===== src/rtl/spi_pkg.sv =====
`default_nettype none
// ============================================================================
// Module      : spi_pkg
// Description : Shared types and helpers for the SPI receive slice. It holds
//               the SPI mode encoding, the sampling-edge helper and the
//               receiver state encoding.
// Revision    : 1.0 - initial release
// ============================================================================
package spi_pkg;

  // CPOL is bit 1 and CPHA is bit 0.
  typedef enum logic [1:0] {
    MODE0 = 2'd0,
    MODE1 = 2'd1,
    MODE2 = 2'd2,
    MODE3 = 2'd3
  } spi_mode_t;

  typedef enum logic [1:0] {
    WAIT_IDLE = 2'd0,
    IDLE      = 2'd1,
    ACTIVE    = 2'd2
  } rx_state_t;

  // Modes 1 and 2 sample on the falling edge of sclk.
  // Modes 0 and 3 sample on the rising edge.
  function automatic logic sample_on_falling(input spi_mode_t mode);
    return mode[0] ^ mode[1];
  endfunction

endpackage
`default_nettype wire


===== src/rtl/spi_rx_fifo.sv =====
`default_nettype none
// ============================================================================
// Module      : spi_rx_fifo
// Description : Synchronous FIFO for received words. The head entry is read
//               straight from storage, so the output stays stable until it is
//               popped. A push while full is dropped and reported unless a pop
//               in the same cycle frees the slot.
// Ports       : clk, rst     - clock, synchronous active-high reset
//               i_push       - write request, i_push_data is the entry
//               i_pop        - read request (ignored when empty)
//               o_rd_data    - head entry
//               o_valid      - FIFO non-empty
//               o_level      - occupied entries
//               o_overrun    - one-cycle pulse, push dropped while full
// Revision    : 1.0 - initial release
// ============================================================================
module spi_rx_fifo
  import spi_pkg::*;
#(
  parameter int WIDTH = 9,
  parameter int DEPTH = 4
) (
  input  logic                       clk,
  input  logic                       rst,
  input  logic                       i_push,
  input  logic [WIDTH-1:0]           i_push_data,
  input  logic                       i_pop,
  output logic [WIDTH-1:0]           o_rd_data,
  output logic                       o_valid,
  output logic [$clog2(DEPTH+1)-1:0] o_level,
  output logic                       o_overrun
);

  localparam int AW = $clog2(DEPTH);
  localparam int LW = $clog2(DEPTH+1);

  logic [WIDTH-1:0] r_mem [DEPTH];
  logic [AW-1:0]    r_wr_ptr;
  logic [AW-1:0]    r_rd_ptr;
  logic [LW-1:0]    r_level;
  logic             r_overrun;

  logic w_full;
  logic w_empty;
  logic w_pop;
  logic w_push_ok;

  assign w_full  = (r_level == LW'(DEPTH));
  assign w_empty = (r_level == '0);
  assign w_pop   = i_pop && !w_empty;
  // A pop in the same cycle frees the slot, so a push to a full FIFO is still accepted.
  assign w_push_ok = i_push && (!w_full || w_pop);

  // DEPTH is a power of two, so the pointers wrap naturally.
  always_ff @(posedge clk) begin
    if (rst) begin
      r_wr_ptr  <= '0;
      r_rd_ptr  <= '0;
      r_level   <= '0;
      r_overrun <= 1'b0;
    end else begin
      if (w_push_ok) r_wr_ptr <= r_wr_ptr + AW'(1);
      if (w_pop)     r_rd_ptr <= r_rd_ptr + AW'(1);
      if (w_push_ok && !w_pop)      r_level <= r_level + LW'(1);
      else if (!w_push_ok && w_pop) r_level <= r_level - LW'(1);
      r_overrun <= i_push && !w_push_ok;
    end
  end

  always_ff @(posedge clk) begin
    if (w_push_ok) r_mem[r_wr_ptr] <= i_push_data;
  end

  assign o_rd_data = r_mem[r_rd_ptr];
  assign o_valid   = !w_empty;
  assign o_level   = r_level;
  assign o_overrun = r_overrun;

endmodule
`default_nettype wire


===== src/rtl/spi_slave_rx.sv =====
`default_nettype none
// ============================================================================
// Module      : spi_slave_rx
// Description : SPI receive slice with chip-select framing, runtime word
//               length and bit order, and input synchronisers. Received words
//               feed an AXI-Stream output FIFO that tags the first word of
//               each frame.
// Ports       : clk, rst        - clock, synchronous active-high reset
//               sclk, rxd, cs_n - asynchronous SPI pins
//               spi_mode, word_len, lsb_first
//                               - frame configuration, latched when cs_n falls
//               m_axis_*        - received words, where tuser marks the first
//                                 word of a frame
//               busy            - frame in progress
//               fifo_level      - occupied FIFO entries
//               overrun_error   - pulse when a word is dropped because the
//                                 FIFO is full
//               frame_error     - pulse when cs_n rises with a partial word
// Revision    : 1.0 - initial release
// ============================================================================
module spi_slave_rx
  import spi_pkg::*;
#(
  parameter int DATA_WIDTH  = 8,
  parameter int FIFO_DEPTH  = 4,
  parameter int SYNC_STAGES = 2
) (
  input  logic                              clk,
  input  logic                              rst,
  output logic [DATA_WIDTH-1:0]             m_axis_tdata,
  output logic                              m_axis_tvalid,
  input  logic                              m_axis_tready,
  output logic                              m_axis_tuser,
  input  logic                              sclk,
  input  logic                              rxd,
  input  logic                              cs_n,
  input  logic [1:0]                        spi_mode,
  input  logic [$clog2(DATA_WIDTH+1)-1:0]   word_len,
  input  logic                              lsb_first,
  output logic                              busy,
  output logic [$clog2(FIFO_DEPTH+1)-1:0]   fifo_level,
  output logic                              overrun_error,
  output logic                              frame_error
);

  localparam int LEN_W = $clog2(DATA_WIDTH+1);

  // Synchronisers. cs_n resets low, so a frame already in progress at reset
  // is never mistaken for an idle bus.
  logic [SYNC_STAGES-1:0] r_sclk_sync, r_rxd_sync, r_cs_sync;
  logic                   r_sclk_prev, r_cs_prev;
  logic                   w_sclk, w_rxd, w_cs;

  always_ff @(posedge clk) begin
    if (rst) begin
      r_sclk_sync <= '0;
      r_rxd_sync  <= '0;
      r_cs_sync   <= '0;
      r_sclk_prev <= 1'b0;
      r_cs_prev   <= 1'b0;
    end else begin
      r_sclk_sync <= {r_sclk_sync[SYNC_STAGES-2:0], sclk};
      r_rxd_sync  <= {r_rxd_sync[SYNC_STAGES-2:0], rxd};
      r_cs_sync   <= {r_cs_sync[SYNC_STAGES-2:0], cs_n};
      r_sclk_prev <= w_sclk;
      r_cs_prev   <= w_cs;
    end
  end

  assign w_sclk = r_sclk_sync[SYNC_STAGES-1];
  assign w_rxd  = r_rxd_sync[SYNC_STAGES-1];
  assign w_cs   = r_cs_sync[SYNC_STAGES-1];

  // Frame configuration, latched on the cs_n falling edge.
  logic             r_falling;
  logic [LEN_W-1:0] r_len;
  logic             r_lsb;

  logic             w_cs_fall, w_cs_rise, w_sample_edge;
  logic [LEN_W-1:0] w_len_clamped;

  assign w_cs_fall     = r_cs_prev & ~w_cs;
  assign w_cs_rise     = ~r_cs_prev & w_cs;
  assign w_sample_edge = r_falling ? (r_sclk_prev & ~w_sclk) : (~r_sclk_prev & w_sclk);
  assign w_len_clamped = (word_len == '0 || word_len > LEN_W'(DATA_WIDTH))
                         ? LEN_W'(DATA_WIDTH) : word_len;

  // FSM
  rx_state_t r_state, w_state_nxt;
  logic      w_start, w_shift_en, w_end;

  always_ff @(posedge clk) begin
    if (rst) r_state <= WAIT_IDLE;
    else     r_state <= w_state_nxt;
  end

  always_comb begin
    w_state_nxt = r_state;
    w_start     = 1'b0;
    w_shift_en  = 1'b0;
    w_end       = 1'b0;
    case (r_state)
      WAIT_IDLE: if (w_cs) w_state_nxt = IDLE;
      IDLE: begin
        if (w_cs_fall) begin
          w_start     = 1'b1;
          w_state_nxt = ACTIVE;
        end
      end
      ACTIVE: begin
        w_shift_en = w_sample_edge;
        if (w_cs_rise) begin
          w_end       = 1'b1;
          w_state_nxt = IDLE;
        end
      end
      default: w_state_nxt = WAIT_IDLE;
    endcase
  end

  // Shift datapath
  logic [DATA_WIDTH-1:0] r_shift, w_shift_nxt;
  logic [LEN_W-1:0]      r_bit_cnt, w_bit_cnt_inc;
  logic                  r_first;
  logic                  r_push;
  logic [DATA_WIDTH:0]   r_push_data;
  logic                  r_frame_err;
  logic                  w_word_done;

  assign w_bit_cnt_inc = r_bit_cnt + LEN_W'(1);
  assign w_word_done   = w_shift_en && (w_bit_cnt_inc == r_len);
  // The shift register is cleared for every word, so OR-ing in a bit is the
  // same as writing it.
  assign w_shift_nxt   = r_lsb ? (r_shift | (DATA_WIDTH'(w_rxd) << r_bit_cnt))
                               : {r_shift[DATA_WIDTH-2:0], w_rxd};

  always_ff @(posedge clk) begin
    if (rst) begin
      r_falling   <= 1'b0;
      r_len       <= '0;
      r_lsb       <= 1'b0;
      r_shift     <= '0;
      r_bit_cnt   <= '0;
      r_first     <= 1'b0;
      r_push      <= 1'b0;
      r_push_data <= '0;
      r_frame_err <= 1'b0;
    end else begin
      r_push      <= 1'b0;
      r_frame_err <= 1'b0;
      if (w_start) begin
        r_falling <= sample_on_falling(spi_mode_t'(spi_mode));
        r_len     <= w_len_clamped;
        r_lsb     <= lsb_first;
        r_first   <= 1'b1;
        r_shift   <= '0;
        r_bit_cnt <= '0;
      end else if (w_shift_en) begin
        if (w_word_done) begin
          r_push      <= 1'b1;
          r_push_data <= {r_first, w_shift_nxt};
          r_shift     <= '0;
          r_bit_cnt   <= '0;
          r_first     <= 1'b0;
        end else begin
          r_shift   <= w_shift_nxt;
          r_bit_cnt <= w_bit_cnt_inc;
        end
      end
      // A sampling edge in the same cycle is applied before this point. A
      // word completed in that cycle is kept, and only a partial word is
      // reported as a frame error.
      if (w_end) begin
        r_frame_err <= w_shift_en ? !w_word_done : (r_bit_cnt != '0);
        r_shift     <= '0;
        r_bit_cnt   <= '0;
      end
    end
  end

  logic [DATA_WIDTH:0] w_fifo_out;

  spi_rx_fifo #(
    .WIDTH (DATA_WIDTH + 1),
    .DEPTH (FIFO_DEPTH)
  ) u_fifo (
    .clk         (clk),
    .rst         (rst),
    .i_push      (r_push),
    .i_push_data (r_push_data),
    .i_pop       (m_axis_tready),
    .o_rd_data   (w_fifo_out),
    .o_valid     (m_axis_tvalid),
    .o_level     (fifo_level),
    .o_overrun   (overrun_error)
  );

  assign m_axis_tdata = w_fifo_out[DATA_WIDTH-1:0];
  assign m_axis_tuser = w_fifo_out[DATA_WIDTH];
  assign busy         = (r_state == ACTIVE);
  assign frame_error  = r_frame_err;

endmodule
`default_nettype wire

===== config.mk =====
export PLATFORM = sky130hd
export DESIGN_NAME = spi_slave_rx
export DESIGN_NICKNAME = d
export VERILOG_FILES = /design/src/rtl/spi_pkg.sv /design/src/rtl/spi_rx_fifo.sv /design/src/rtl/spi_slave_rx.sv
export SDC_FILE = /design/constraint.sdc
export NUM_CORES = 1
export LEC_CHECK = 0
export CAP_MARGIN = 20
export CELL_PAD_IN_SITES_DETAIL_PLACEMENT = 0
export CELL_PAD_IN_SITES_GLOBAL_PLACEMENT = 1
export CORE_UTILIZATION = 28
export CTS_CLUSTER_SIZE = 8
export DETAILED_ROUTE_END_ITERATION = 10
export GPL_TIMING_DRIVEN = 0
export MAX_ROUTING_LAYER = met4
export PLACE_DENSITY = 0.55
export REMOVE_ABC_BUFFERS = 1
export SYNTH_ARGS = -nofsm -noshare
export SYNTH_HDL_FRONTEND = slang
export SYNTH_SLANG_ARGS = --single-unit

===== constraint.sdc =====
create_clock -name clk -period 5.7 [get_ports clk]
set_input_delay 0.57 -clock clk [delete_from_list [all_inputs] [get_ports clk]]
set_output_delay 0.57 -clock clk [all_outputs]
set_load 0.1 [all_outputs]

* Word-level counts from Yosys, hierarchy flattened
Memory sizes are Yosys's and may differ from the RTL's. A register that Yosys moved wholly into a read port is not among the register bits. Cells that the tools add are included.
Word-level totals: bits in registers 48, memories kept 1, bits in writable memories 36
Memories:
- u_fifo.r_mem | depth 4, width 9, read ports 1, clocked after memory_dff 1, wr ports 1, RTL line spi_rx_fifo.sv:37 | logic [WIDTH-1:0] r_mem [DEPTH];
Operators by class: shift-type cells 1, mux-type cells 25, reduce and logical (&&, ||, !) cells 26, magnitude comparators 1, bitwise gates (word level) 13, equality and inequality tests 7, add/subtract/negate cells 5
Operators with widths (number):
- $mux 8 | 2
- $mux 1 | 13
- $mux 2 | 5
- $mux 4 | 2
- $or 8x8->8 | 1
- $shl 1x4->8 | 1
- $not 1->1 | 7
- $logic_and 1x1->1 | 6
- $mux 3 | 2
- $pmux 2 s3 | 1
- $reduce_and 3->1 | 2
- $reduce_bool 2->1 | 3
- $reduce_or 3->1 | 2
- $logic_not 1->1 | 5
- $add 2x1->2 const B | 2
- $add 4x1->4 const B | 1
- $and 1x1->1 | 4
- $eq 4x4->1 | 1
- $gt 4x4->1 const B | 1
- $logic_not 4->1 | 1
- $ne 2x2->1 const B | 2
- $reduce_bool 4->1 | 1
- $add 3x1->3 const B | 1
- $eq 3x3->1 const B | 1
- 10 further kinds | 11

* Longest topological paths before layout
depth after elaboration 9, mapped depth 8

* Hierarchy
A second synthesis with hierarchy kept.
Second synthesis, totals: cells, all modules 308, area, all modules 3584.7 µm²
Modules (own cells, without submodules):
- spi_rx_fifo | area an instance 1811.7 µm², cells each 97, seq. area each 1281.2 µm², times used 1
- spi_slave_rx | area an instance 1773.0 µm², cells each 211, seq. area each 800.8 µm², times used 1

* Worst setup path before layout
OpenSTA, ideal clock, no wires.
path kind reg-to-reg, start reg u_fifo.r_level[0] (netlist: u_fifo.o_level[0]), end reg u_fifo.r_level[2] (netlist: u_fifo.o_level[2]), path buffers 0, path slack 2.588 ns, period minus slack after synthesis 3.112 ns, data required time 5.629 ns, setup time 0.071 ns, arrival time 3.041 ns, cell stages (with the launch flop) 9, cell sequence dfxtp_1 -> or3_1 -> nand2_1 -> ha_1 -> inv_1 -> fa_1 -> xor2_1 -> or3_1 -> a21oi_1
On the way: longest elaborated chain between the ends 8
RTL lines:
- start: declaration | RTL line spi_rx_fifo.sv:40 | logic [LW-1:0] r_level;
- start signal: assignment | RTL line spi_rx_fifo.sv:64 | if (w_push_ok && !w_pop) r_level <= r_level + LW'(1);
- start signal: assignment | RTL line spi_rx_fifo.sv:65 | else if (!w_push_ok && w_pop) r_level <= r_level - LW'(1);
- $logic_not 3->1 (*) | RTL line spi_rx_fifo.sv:49 | assign w_empty = (r_level == '0);
- $logic_not 1->1 (*)
- named net m_axis_tvalid | RTL line spi_slave_rx.sv:31 | output logic m_axis_tvalid,
- $logic_and 1x1->1 (*) | RTL line spi_rx_fifo.sv:50 | assign w_pop = i_pop && !w_empty;
- $logic_or 1x1->1 | RTL line spi_rx_fifo.sv:52 | assign w_push_ok = i_push && (!w_full || w_pop);
- $logic_and 1x1->1 | RTL line spi_rx_fifo.sv:52
- $logic_not 1->1 | RTL line spi_rx_fifo.sv:65
- $logic_and 1x1->1 | RTL line spi_rx_fifo.sv:65
- $reduce_bool 2->1 (no line)
The timed path passes the listed nets; every way through them passes the cells marked *. The select of a mux whose other input is x is not followed. A chain may end at the register's enable or synchronous reset.

==> run_results.csv <==
group,metric,value,unit
timing,slew_headroom,0.351,
worst_setup_path,cp-start-kind,"register",
power,power_frac_comb,0.260,
synthesis,synth_seq_area_share,0.584,
timing,slew_violations,0,
placed_design,port-buffer-count,28,
timing,finClkSkew,7.25,ps
finish,area_growth,20.9,%
detailed_routing,first_pass_iters,4,
timing,fin_crit,3210,ps
die,die_y,115,µm
die,core,12200,µm²
power,pwr-share-clk,0.339,
placed_design,dpl.hpwl,4.57,mm
power,p_leak,0.00142,µW
clock_tree,cts_tree,"done",
detailed_routing,finalWirelength,6.66,mm
power,max-vdd-ir-drop,0.165,mV
timing,tightestPinTransition,971,ps
timing,rsz0062_at_grt,"no",
detailed_routing,drc,0,
power,intPower,1130,µW
finish,drive_gt1_frac,0.122,
global_routing,antenna_found_initial,0,
worst_setup_path,r2r_slack,3400,ps
timing,clock.fmax,0.311,GHz
detailed_routing,vias,2248,
synthesis,avgSynthCellArea,12.8,µm²
power,pwr-share-seq,0.401,
synthesis,synth_edf_count,36,
worst_setup_path,crit_arrival,2640,ps
run,cap_violations,0,
placed_design,dp.cells,464,
worst_setup_path,crit_fanout,9,
timing,fin_crit_sh,0.563,
die,num_rows,40,
finish,final_cells,480,
clock_tree,ctsHoldBuffers,0,
synthesis,ys_warn_count,0,
synthesis,synth.cell_area,3570,µm²
clock_tree,clock_latency,340,ps
detailed_routing,drt_first_iter_violations,87,
synthesis,synth_ff_type,"dfxtp_1",
power,power_density,403,nW/µm²
finish,multi_input_area,1400,µm²
clock_tree,h-tree-depth,3,
clock_tree,cts.sinks,86,
detailed_routing,viasPerCell,4.68,
worst_setup_path,critical_path_class,"register to primary output",
global_routing,grt_overflow,0,
timing,setup_viol,0,
synthesis,syn-instance-count,279,
finish,diodes,0,
global_routing,grt_max_degree,40,
global_routing,grt_pass1_vias,2111,
timing,setup_tns,0,ps
finish,utilization,0.353,
detailed_routing,postRouteAntennaNets,0,
synthesis,yosys_register_bits,86,
placed_design,place.gp.congestion,0.723,
power,swShare,0.348,
power,p_switching,604,µW
finish,regArea,2080,µm²
global_routing,track_usage,0.114,
global_routing,grt_pass1_wl,10.9,mm
worst_setup_path,required,5130,ps
finish,fillers,1239,
finish,mostFrequentLayoutCells,"dfxtp_1, edfxtp_1, clkdlybuf4s50_1",
clock_tree,cts.clk_slew.worst_paths,60,ps
finish,fin_nets,328,
synthesis,async_reset_ff_frac,0,
run_status,status,"complete, no violations",
timing,hold-worst-slack,437,ps
min_path,min_path_type,"register to register",
clock_tree,ctsLongestPathBuffers,2,
worst_setup_path,endpoint_kind,"primary output",
die,die_area,13200,µm²
placed_design,place_ws,2780,ps
die,dieWidth,115,µm
die,start_util,0.292,
die,pin_count,29,
detailed_routing,avgRoutedWirePerCell,13.9,µm
clock_tree,cts_buffers,9,
clock_tree,post_cts_resized,0,
timing,worst_slack,2490,ps
synthesis,synth.distinct_cells,56,
clock_tree,postCtsSetupBuffers,0,
finish,final_common_cell,"dfxtp_1",
timing,hold_violations,0,
clock_tree,root_buffer,"clkbuf_16",
-- power groups by stage --
stage,sequential [µW],clock (µW),combinational [µW]
after CTS,699,610,455
final,695,589,452
after detailed placement,712,0,454
after global placement,712,0,455
after global routing,703,632,473
after floorplan,774,0,290
-- cell families after synthesis --
logic type | share of synthesized area
xor+xnor | 0.0425
simple gates | 0.140
mux | 0.0625
buf+inv | 0.0242
flops | 0.584
fa+ha+maj | 0.0302
compound gates | 0.117
-- per-layer routing --
metal / part of all wire / wire, µm / GRT usage
met1: 0.49 / 3240 / 0.138
met2: 0.46 / 3060 / 0.175
met3: 0.036 / 242 / 0.0337
met4: 0.019 / 128 / 0.0519
met5: 0 / 0 / -
-- path summary, 6_finish.rpt --
kind              depth (start not counted)                 to              start
setup / recovery                          2    m_axis_tdata[5]           register
hold / removal                            1     r_sclk_sync[1]     r_sclk_sync[0]
setup reg to reg                          8  u_fifo.o_level[2]  u_fifo.o_level[0]
hold reg to reg                           1     r_sclk_sync[1]     r_sclk_sync[0]
-- sequential cells by signal (all words and copies together) (netlist names), named ones only --
| name | flops |
|---|---|
| u_fifo.r_mem | 36 |
| r_push_data | 9 |
| r_shift | 8 |
| r_bit_cnt | 4 |
| r_len | 4 |
| u_fifo.o_level | 3 |
| r_cs_sync | 2 |
| r_rxd_sync | 2 |
| r_sclk_sync | 2 |
| r_state | 2 |
| u_fifo.r_rd_ptr | 2 |
| u_fifo.r_wr_ptr | 2 |
| frame_error | 1 |
| r_cs_prev | 1 |
| r_falling | 1 |
| r_first | 1 |
| r_lsb | 1 |
| r_push | 1 |
| r_sclk_prev | 1 |
| u_fifo.o_overrun | 1 |
-- cells in the mapped netlist, drive strengths merged, types with 6 or more instances --
cell	instances	area (µm²)
nor3	7	40.0
o22ai	6	37.5
nor2b	10	62.6
o311ai	8	70.1
o31ai	8	60.1
inv	9	33.8
xor2	7	68.8
edfxtp	36	1080
nand2	9	33.8
nor2	14	52.6
a21oi	11	66.3
nand2b	7	43.8
ha	7	87.6
xnor2	6	60.1
o21ai	10	50.0
mux4	9	203
buf	8	37.5
nand3	7	52.6
dfxtp	50	1000
-- per-stage QoR --
step | total power [µW] | cell area, µm²
6_report | 1740 | 4310
2_1_floorplan | 1060 | 3510
4_1_cts | 1760 | 4310
3_5_place_dp | 1170 | 4010
3_3_place_gp | 1170 | 4000
5_1_grt | 1810 | 4310
-- critical path: stages (launching register included) --
cell and delay, ps:
dfxtp_1 720, mux4_2 600, clkdlybuf4s50_1 980
-- layout make-up --
| class | instances | area share |
|---|---|---|
| flip-flops and latches | 86 | 0.483 |
| multi-input cells | 172 | 0.326 |
| repair buffers | 29 | 0.0656 |
| clock buffers | 10 | 0.0531 |
| well taps | 168 | 0.0488 |
| clock inverters | 6 | 0.0163 |
| inverters | 9 | 0.00784 |
Note: power is estimated with default switching activity, not from simulation.
